[src/rtl/pixel_out_pkg.sv]
`default_nettype none
// ============================================================================
//  Module      : pixel_out_pkg
//  Description : Shared constants and helpers for the pixel output stage.
//                - Source-select mode encodings.
//                - Colour-bar lookup returning one on/off bit per channel.
//  Revision    : 1.0  initial release
// ============================================================================
package pixel_out_pkg;

    localparam logic [1:0] MODE_FIFO  = 2'd0;
    localparam logic [1:0] MODE_SOLID = 2'd1;
    localparam logic [1:0] MODE_BARS  = 2'd2;
    localparam logic [1:0] MODE_CHECK = 2'd3;

    localparam int NUM_BARS = 8;

    // Returns {r,g,b} on/off bits for bar index 0..7.
    // The caller widens each bit to a full channel (all ones or zero).
    function automatic logic [2:0] bar_rgb(input logic [2:0] idx);
        logic [2:0] rgb;
        case (idx)
            3'd0:    rgb = 3'b111; // white
            3'd1:    rgb = 3'b110; // yellow
            3'd2:    rgb = 3'b011; // cyan
            3'd3:    rgb = 3'b010; // green
            3'd4:    rgb = 3'b101; // magenta
            3'd5:    rgb = 3'b100; // red
            3'd6:    rgb = 3'b001; // blue
            default: rgb = 3'b000; // black
        endcase
        return rgb;
    endfunction

endpackage
`default_nettype wire

[src/rtl/pixel_out_stage_pattern_gen.sv]
`default_nettype none
// ============================================================================
//  Module      : pattern_gen
//  Description : Combinational test-pattern source (colour bars / checker).
//  Ports       : pixel_x_i  - current column
//                pixel_y_i  - current row
//                eff_mode_i - effective source mode
//                color_o    - {r,g,b} pattern colour, zero for other modes
//  Revision    : 1.0  initial release
// ============================================================================
module pattern_gen
    import pixel_out_pkg::*;
#(
    parameter int COLOR_W     = 8,
    parameter int X_W         = 10,
    parameter int Y_W         = 10,
    parameter int H_ACTIVE    = 640,
    parameter int CHECK_SHIFT = 5
) (
    input  logic [X_W-1:0]       pixel_x_i,
    input  logic [Y_W-1:0]       pixel_y_i,
    input  logic [1:0]           eff_mode_i,
    output logic [3*COLOR_W-1:0] color_o
);

    localparam logic [31:0] BAR_W = 32'(H_ACTIVE / NUM_BARS);

    logic [31:0] w_x_ext;
    logic [31:0] w_thr;
    logic [2:0]  w_bar_idx;
    logic [2:0]  w_bar_bits;
    logic        w_check;
    logic        w_unused;

    assign w_x_ext = 32'(pixel_x_i);

    // Bar index is the last threshold k*BAR_W that pixel_x has reached;
    // columns past the eighth bar stay clamped at index 7.
    always_comb begin
        w_bar_idx = 3'd0;
        w_thr     = 32'd0;
        for (int k = 1; k < NUM_BARS; k++) begin
            w_thr = w_thr + BAR_W;
            if (w_x_ext >= w_thr) begin
                w_bar_idx = 3'(k);
            end
        end
    end

    assign w_bar_bits = bar_rgb(w_bar_idx);
    assign w_check    = pixel_x_i[CHECK_SHIFT] ^ pixel_y_i[CHECK_SHIFT];

    // Only one bit of the row feeds the checker.
    assign w_unused   = ^pixel_y_i;

    always_comb begin
        color_o = '0;
        case (eff_mode_i)
            MODE_BARS:  color_o = {{COLOR_W{w_bar_bits[2]}},
                                   {COLOR_W{w_bar_bits[1]}},
                                   {COLOR_W{w_bar_bits[0]}}};
            MODE_CHECK: color_o = {(3*COLOR_W){w_check}};
            default:    color_o = '0;
        endcase
    end

endmodule
`default_nettype wire

[src/rtl/pixel_out_stage.sv]
`default_nettype none
// ============================================================================
//  Module      : pixel_out_stage
//  Description : Registered pixel output stage. Selects FIFO pass-through,
//                solid colour, colour bars or checkerboard per active pixel,
//                pops the FWFT line FIFO, blanks outside the active area and
//                tracks FIFO underflow. Mode changes take effect at frame start.
//  Ports       : clk, rst (sync, active-low)
//                pixel_x/pixel_y/video_on - timing generator inputs
//                mode, bg_color           - source select / solid colour
//                fifo_data/fifo_empty/fifo_rd_en - FWFT FIFO handshake
//                clr_underflow            - clears flag and counter
//                pixel_r/g/b, pixel_valid, frame_start - registered outputs
//                underflow, underflow_count - sticky flag / saturating count
//  Revision    : 1.0  initial release
// ============================================================================
module pixel_out_stage
    import pixel_out_pkg::*;
#(
    parameter int COLOR_W     = 8,
    parameter int X_W         = 10,
    parameter int Y_W         = 10,
    parameter int H_ACTIVE    = 640,
    parameter int CHECK_SHIFT = 5,
    parameter int CNT_W       = 16
) (
    input  logic                 clk,
    input  logic                 rst,
    input  logic [X_W-1:0]       pixel_x,
    input  logic [Y_W-1:0]       pixel_y,
    input  logic                 video_on,
    input  logic [1:0]           mode,
    input  logic [3*COLOR_W-1:0] bg_color,
    input  logic [3*COLOR_W-1:0] fifo_data,
    input  logic                 fifo_empty,
    output logic                 fifo_rd_en,
    input  logic                 clr_underflow,
    output logic [COLOR_W-1:0]   pixel_r,
    output logic [COLOR_W-1:0]   pixel_g,
    output logic [COLOR_W-1:0]   pixel_b,
    output logic                 pixel_valid,
    output logic                 frame_start,
    output logic                 underflow,
    output logic [CNT_W-1:0]     underflow_count
);

    localparam logic [CNT_W-1:0] CNT_MAX = '1;

    logic                 w_fs_cond;
    logic [1:0]           w_eff_mode;
    logic                 w_uf_evt;
    logic [3*COLOR_W-1:0] w_pattern;

    logic [1:0]           active_mode_q;
    logic [3*COLOR_W-1:0] color_d, color_q;
    logic                 valid_q;
    logic                 frame_start_q;
    logic                 underflow_d, underflow_q;
    logic [CNT_W-1:0]     count_d, count_q;

    assign w_fs_cond  = video_on && (pixel_x == '0) && (pixel_y == '0);

    // The requested mode is used directly on the frame-start pixel so the
    // new source covers the whole frame, including its first pixel.
    assign w_eff_mode = w_fs_cond ? mode : active_mode_q;

    assign fifo_rd_en = rst && video_on && (w_eff_mode == MODE_FIFO) && !fifo_empty;
    assign w_uf_evt   = video_on && (w_eff_mode == MODE_FIFO) && fifo_empty;

    pattern_gen #(
        .COLOR_W     (COLOR_W),
        .X_W         (X_W),
        .Y_W         (Y_W),
        .H_ACTIVE    (H_ACTIVE),
        .CHECK_SHIFT (CHECK_SHIFT)
    ) u_pattern_gen (
        .pixel_x_i  (pixel_x),
        .pixel_y_i  (pixel_y),
        .eff_mode_i (w_eff_mode),
        .color_o    (w_pattern)
    );

    always_comb begin
        color_d = '0;
        if (video_on) begin
            case (w_eff_mode)
                MODE_FIFO:  color_d = fifo_empty ? bg_color : fifo_data;
                MODE_SOLID: color_d = bg_color;
                default:    color_d = w_pattern;
            endcase
        end
    end

    // Clear is applied before a coincident event, so clear+event yields 1.
    always_comb begin
        underflow_d = underflow_q;
        count_d     = count_q;
        if (clr_underflow) begin
            underflow_d = 1'b0;
            count_d     = '0;
        end
        if (w_uf_evt) begin
            underflow_d = 1'b1;
            if (count_d != CNT_MAX) begin
                count_d = count_d + 1'b1;
            end
        end
    end

    always_ff @(posedge clk) begin
        if (!rst) begin
            active_mode_q <= MODE_FIFO;
            color_q       <= '0;
            valid_q       <= 1'b0;
            frame_start_q <= 1'b0;
            underflow_q   <= 1'b0;
            count_q       <= '0;
        end else begin
            if (w_fs_cond) begin
                active_mode_q <= mode;
            end
            color_q       <= color_d;
            valid_q       <= video_on;
            frame_start_q <= w_fs_cond;
            underflow_q   <= underflow_d;
            count_q       <= count_d;
        end
    end

    assign pixel_r         = color_q[3*COLOR_W-1:2*COLOR_W];
    assign pixel_g         = color_q[2*COLOR_W-1:COLOR_W];
    assign pixel_b         = color_q[COLOR_W-1:0];
    assign pixel_valid     = valid_q;
    assign frame_start     = frame_start_q;
    assign underflow       = underflow_q;
    assign underflow_count = count_q;

endmodule
`default_nettype wire

[config.mk]
export PLATFORM = sky130hd
export DESIGN_NAME = pixel_out_stage
export DESIGN_NICKNAME = d
export VERILOG_FILES = /design/src/rtl/pixel_out_pkg.sv /design/src/rtl/pixel_out_stage_pattern_gen.sv /design/src/rtl/pixel_out_stage.sv
export SDC_FILE = /design/constraint.sdc
export NUM_CORES = 1
export LEC_CHECK = 0
export CORE_MARGIN = 3
export CORE_UTILIZATION = 45
export DETAILED_ROUTE_END_ITERATION = 12
export GPL_TIMING_DRIVEN = 0
export PLACE_DENSITY = 0.86
export SLEW_MARGIN = 20
export SYNTH_ARGS = -nofsm -noshare
export SYNTH_HDL_FRONTEND = slang
export SYNTH_HIERARCHICAL = 1
export SYNTH_SLANG_ARGS = --single-unit
[constraint.sdc]
create_clock -name clk -period 4.1 [get_ports clk]
set_input_delay 0.82 -clock clk [delete_from_list [all_inputs] [get_ports clk]]
set_output_delay 0.82 -clock clk [all_outputs]
set_load 0.01 [all_outputs]
# Yosys cells after proc, flatten, opt, wreduce, memory -nomap -nowiden
# Index checks and enable logic that the tools add are counted.
[op_classes] addsub=1 magnitude_cmp=7 n_eq_ne=10 n_mux=17 n_bitwise=1 reduce_logical=14
[ops] operator="$pmux W24 S2" count=2
[ops] operator="$mux W16" count=3
[ops] operator="$ge A10 B9 Y1 const B" count=3
[ops] operator="$mux W24" count=1
[ops] operator="$pmux W3 S7" count=1
[ops] operator="$ge A10 B8 Y1 const B" count=2
[ops] operator="$logic_not A10 Y1" count=2
[ops] operator="$add A16 B1 Y16 const B" count=1
[ops] operator="$ne A16 B16 Y1 const B" count=1
[ops] operator="$mux W3" count=4
[ops] operator="$ge A10 B10 Y1 const B" count=1
[ops] operator="$ge A10 B7 Y1 const B" count=1
[ops] operator="$eq A3 B3 Y1 const B" count=3
[ops] operator="$logic_and A1 B1 Y1" count=7
[ops] operator="$eq A3 B2 Y1 const B" count=2
[ops] operator="$mux W2" count=3
[ops] operator="$eq A2 B2 Y1 const B" count=2
[ops] operator="$eq A3 B1 Y1 const B" count=1
[ops] operator="$logic_not A3 Y1" count=1
[ops] operator="$mux W1" count=3
[ops] operator="$eq A2 B1 Y1 const B" count=1
[ops] operator="$logic_not A2 Y1" count=1
[ops] operator="$reduce_and A2 Y1" count=1
[ops] operator="$reduce_bool A2 Y1" count=1
[ops] operator="2 further kinds" count=2
[word_totals] reg_bits=45 in_bits=75 out_inout_bits=44 elab_cells=56

# Longest topological paths before layout
[logic_depth] depth_word=12 ltp_mapped=12 depth_no_buf=10

# Modules after synthesis
# Netlist, hierarchy kept.
[modules_own_cells] module="pixel_out_stage" n_inst=1 cells_per_inst=246 area_each_um2=2339.7 seq_area_each_um2=900.9
[modules_own_cells] module="pattern_gen" n_inst=1 cells_per_inst=43 area_each_um2=292.8 seq_area_each_um2=0.0

# Least setup slack after synthesis
# OpenSTA, ideal clock, no wires.
[synth_timing] path_kind="input port to flip-flop" start="input pixel_x[1]" end="register color_q[2]" setup_time_ns=0.122 t_arrival_ns=2.845 t_required_ns=3.978 slack_ns=1.133 stages=11 n_path_buf=1 cell_sequence="nor3_1 -> nand4_4 -> nor2_2 -> mux2i_1 -> inv_1 -> nand2b_1 -> a211oi_1 -> nand4_1 -> nand3_1 -> buf_4 -> a221o_1"
[synth_between] elab_cells_between_ends=32 cone_classes="order compare (7); eq/ne (9); mux (11); reduce/logical (5)"
[synth_lines] element="start: declaration" line="pixel_out_stage.sv:29" text="input logic [X_W-1:0] pixel_x,"
[synth_lines] element="$logic_not A10 Y1 *" line="pixel_out_stage.sv:61" text="assign w_fs_cond = video_on && (pixel_x == '0) && (pixel_y == '0);"
[synth_lines] element="$logic_and A1 B1 Y1 * (2 in a row)" line="pixel_out_stage.sv:61"
[synth_lines] element="$mux W2 *"
[synth_lines] element="via w_eff_mode[1]" line="pixel_out_stage.sv:50" text="logic [1:0] w_eff_mode;"
[synth_lines] element="$eq A2 B2 Y1" line="pixel_out_stage_pattern_gen.sv:58" text="case (eff_mode_i)"
[synth_lines] element="$pmux W24 S2 *" line="pixel_out_stage_pattern_gen.sv:58"
[synth_lines] element="via w_pattern[2]" line="pixel_out_stage.sv:52" text="logic [3*COLOR_W-1:0] w_pattern;"
[synth_lines] element="$pmux W24 S2 *" line="pixel_out_stage.sv:86" text="case (w_eff_mode)"
[synth_lines] element="end signal: assignment" line="pixel_out_stage.sv:122" text="color_q <= color_d;"
[synth_lines] element="end: declaration" line="pixel_out_stage.sv:55" text="logic [3*COLOR_W-1:0] color_d, color_q;"
# The timed path passes the listed nets; every way through them passes the cells marked *.
# A chain may end at the register's enable or synchronous reset.

# Worst setup path in the final report
[layout_timing] start="input pixel_y[5]" end="output fifo_rd_en"
[layout_between] elab_chain_cells=6
[layout_rtl] element="start: declaration" line="pixel_out_stage.sv:30" text="input logic [Y_W-1:0] pixel_y,"
[layout_rtl] element="$logic_not A10 Y1" line="pixel_out_stage.sv:61"
[layout_rtl] element="$logic_and A1 B1 Y1" line="pixel_out_stage.sv:61"
[layout_rtl] element="$mux W2"
[layout_rtl] element="$logic_not A2 Y1" line="pixel_out_stage.sv:67" text="assign fifo_rd_en = rst && video_on && (w_eff_mode == MODE_FIFO) && !fifo_empty;"
[layout_rtl] element="$logic_and A1 B1 Y1 (2 in a row)" line="pixel_out_stage.sv:67"
[layout_rtl] element="end: declaration" line="pixel_out_stage.sv:36" text="output logic fifo_rd_en,"
# Every way passes these cells.

==> out/qor.yml <==
clocking:
  cts_buffers: 5
  clkTransAtPathRegs_ns: 0.08
  cts_hold_buf: 0
  clockBufferDepth: 2
  clock_latency_ns: 0.29
  post_cts_buffers: 0
  root_buffer: "clkbuf_8"
  cts_tree: "done"
  cts_sinks: 45
  h-tree-depth: 2
routing:
  post_drt_wl_per_cell_um: 14.71
  drt-initial-drc-count: 67
  first_pass_iters: 4
  drc_errors: 0
  via_count: 2645
  drtAntennaViolNets: 0
  vias_per_cell: 5.454
  drt-total-wl_um: 7132
finish:
  register_area_um2: 900.9
  fill_cells: 452
  multi_input_area_mm2: 0.001476
  drive_gt1_share_pct: 11.38
  nets: 489
  final_cells: 485
  stdcell_area_mm2: 0.003988
  area_growth_pct: 51.47
  diodes: 0
  final_core_util_pct: 71.54
place:
  pre_cts_ws_ns: -0.07773
  dp_hpwl_um: 5649
  dpl_cell_area_mm2: 0.003894
  gp_congestion: 0.8763
  port_buffers: 117
  dpl.cell_count: 478
sta:
  rsz0062_at_grt: "false"
  finalMaxSlewViolations: 0
  max_freq_ghz: 0.2576
  fin_crit_sh_pct: 94.68
  worst_slew_pin_slew_ns: 0.7061
  finalClockSkew_ns: 0.007804
  layout_setup_ws_ns: 0.2181
  setup_violations: 0
  fin_crit_ns: 3.882
  maxSlewHeadroom_pct: 52.64
  hold_violations: 0
pwr:
  powerDensity_mw_per_mm2: 228.9
  vdd_drop_max_uv: 190.8
  pwr-share-seq_pct: 49.7
  leakage_uw: 0.001558
  p_switching_uw: 215.6
  switching_share_pct: 23.62
  p_comb_share_pct: 20.3
  internal_power_uw: 697.1
  power_frac_clock_pct: 30.0
  p_total_uw: 912.7
synth:
  synth-seq-cells: 45
  netlist_area_mm2: 0.002633
  syn-num-nets: 365
  syn_area_per_cell_um2: 9.109
  async_flop_share_pct: 0
  ys_warn_count: 6
  synth_cells: 289
  yosysUniqueCellTypes: 53
  ys_seq_area_share_pct: 34.22
  synth_ff_type: "dfxtp_1"
  synth_edf_count: 0
global_routing:
  grt_pass1_wl_um: 10900
  grt_max_degree: 13
  grt_pass1_vias: 2463
  grt_usage_pct: 20.39
  antenna_found_initial: 0
  grt_remaining_overflow: 0
worst_setup_path:
  cp-end-kind: "output port"
  crit_type: "in -> out"
  slowest_delay_ns: 0.50
  cp_common_cell: "clkdlybuf4s50_1"
  crit_fanout: 10
  cp.required_ns: 3.28
  cpLargestDelayFamily: "buffers and inverters"
  crit_buf_inv: 3
  cp-start-kind: "input port"
  crit_chain: "clkdlybuf4s50_1, nor4_4, and4_1, a21oi_1, o21ai_1, buf_2, nor2_1, clkdlybuf4s50_1"
  critPathArrivalTime_ns: 3.06
  slowest_stage: "clkdlybuf4s50_1"
floorplan:
  start_util_pct: 47.23
  io_pins: 119
  die-area_mm2: 0.006804
  die_width_um: 82.49
  row_count: 27
  die_height_um: 82.49
  core_area_mm2: 0.005574
worst_hold_path:
  holdCritPathClass: "reg -> reg"
status:
  run_status: "complete, no violations"
run:
  timing.max_cap.violations: 0
## final cells by class
cell class / instances / share of cell area [%]
buffer: 34 / 5.773
sequential: 45 / 22.59
tap: 72 / 2.259
clock buffer: 7 / 2.165
inverter: 8 / 0.7531
timing repair buffer: 117 / 29.43
multi-input combinational: 202 / 37.03
## power groups by stage
stage,registers [µW],logic [µW],clock network [µW]
2_1_floorplan,471,57.8,0
3_3_place_gp,464,182,0
3_5_place_dp,464,185,0
4_1_cts,454,186,283
5_1_grt,455,198,298
6_report,454,185,274
## routing by layer
layer	part of all wire [%]	track usage, %	vias to the layer above
li1	-	-	1300
met1	39	24.22	1217
met3	7.1	4.664	17
met4	3.1	8.638	0
met2	51	35.02	111
met5	0	0	-
## worst min-delay path: stages, from the launching register on
cell      delay (ns)
dfxtp_1         0.32
nand2b_1        0.06
a21oi_1         0.06
## final timing paths
kind | from | to | slack, ns | cells past startpoint
setup / recovery | pixel_y[5] | fifo_rd_en | 0.22 | 8
hold / removal | underflow | underflow | 0.48 | 2
setup reg to reg | underflow_count[0] | underflow_count[1] | 1.70 | 10
hold reg to reg | underflow | underflow | 0.48 | 2
## through the flow
stage | setup TNS [ns] | hold WS (ns)
final | 0 | 0.4758
after global routing | 0 | 0.5175
after CTS | 0 | 0.4829
after detailed placement | -0.07773 | 0.4699
after global placement | -0.05170 | 0.4667
after floorplan | 0 | 0.4942
## flip-flops by register name, indices dropped and copies added, names as in the netlist
| register | flops |
|---|---|
| underflow | 1 |
| pixel_valid | 1 |
| frame_start | 1 |
| active_mode_q | 2 |
| color_q | 24 |
| underflow_count | 16 |
## kinds of logic (layout without fill, tap and decap cells)
group           Yosys count  in the layout  synth area share (%)
xor+xnor                  4              4                 1.331
simple gates            104            104                 24.76
mux                      28             28                 10.65
buf+inv                  42            166                 9.886
fa+ha+maj                 1              1                0.4752
compound gates           65             65                 18.68
flops                    45             45                 34.22
## synthesized netlist by cell type, types with 2 or more instances
master / count / area share (%)
a211oi_2: 2 / 0.95
a21oi_1: 13 / 2.5
a221o_1: 11 / 4.2
and2_1: 4 / 0.95
and3_1: 2 / 0.48
and4_1: 3 / 1.0
and4b_1: 2 / 0.76
buf_2: 4 / 0.76
buf_4: 22 / 6.3
buf_6: 2 / 0.86
clkbuf_1: 6 / 0.86
dfxtp_1: 45 / 34
inv_1: 8 / 1.1
mux2i_1: 28 / 11
nand2_1: 14 / 2.0
nand2b_1: 5 / 1.2
nand3_1: 7 / 1.3
nand4_1: 2 / 0.48
nor2_1: 24 / 3.4
nor2_2: 2 / 0.48
nor2b_1: 9 / 2.1
nor3_1: 3 / 0.57
nor3b_1: 2 / 0.57
nor4_4: 2 / 1.6
o21a_1: 2 / 0.57
o21ai_0: 11 / 2.1
o2bb2ai_1: 13 / 4.3
o31ai_1: 4 / 1.1
or3_1: 8 / 1.9
or4_1: 3 / 0.86
or4b_1: 2 / 0.76
xnor2_1: 2 / 0.67
xor2_1: 2 / 0.67
## timing repair
item,in CTS,in global routing
hold endpoints to repair,0,0
pin swaps,0,1
endpoints found under the setup margin,1,1
resized for setup,1,1
## cells in the final DEF (no fill, tap or decap), types with 7 or more instances in the layout
cell,Yosys,routed
a21oi_1,13,13
a221o_1,11,11
buf_4,22,22
clkbuf_1,6,7
clkdlybuf4s50_1,0,116
dfxtp_1,45,45
inv_1,8,8
mux2i_1,28,28
nand2_1,14,14
nand3_1,7,7
nor2_1,24,24
nor2b_1,9,9
o21ai_0,11,10
o2bb2ai_1,13,13
or3_1,8,8
Power figures use the tool's default switching activity.
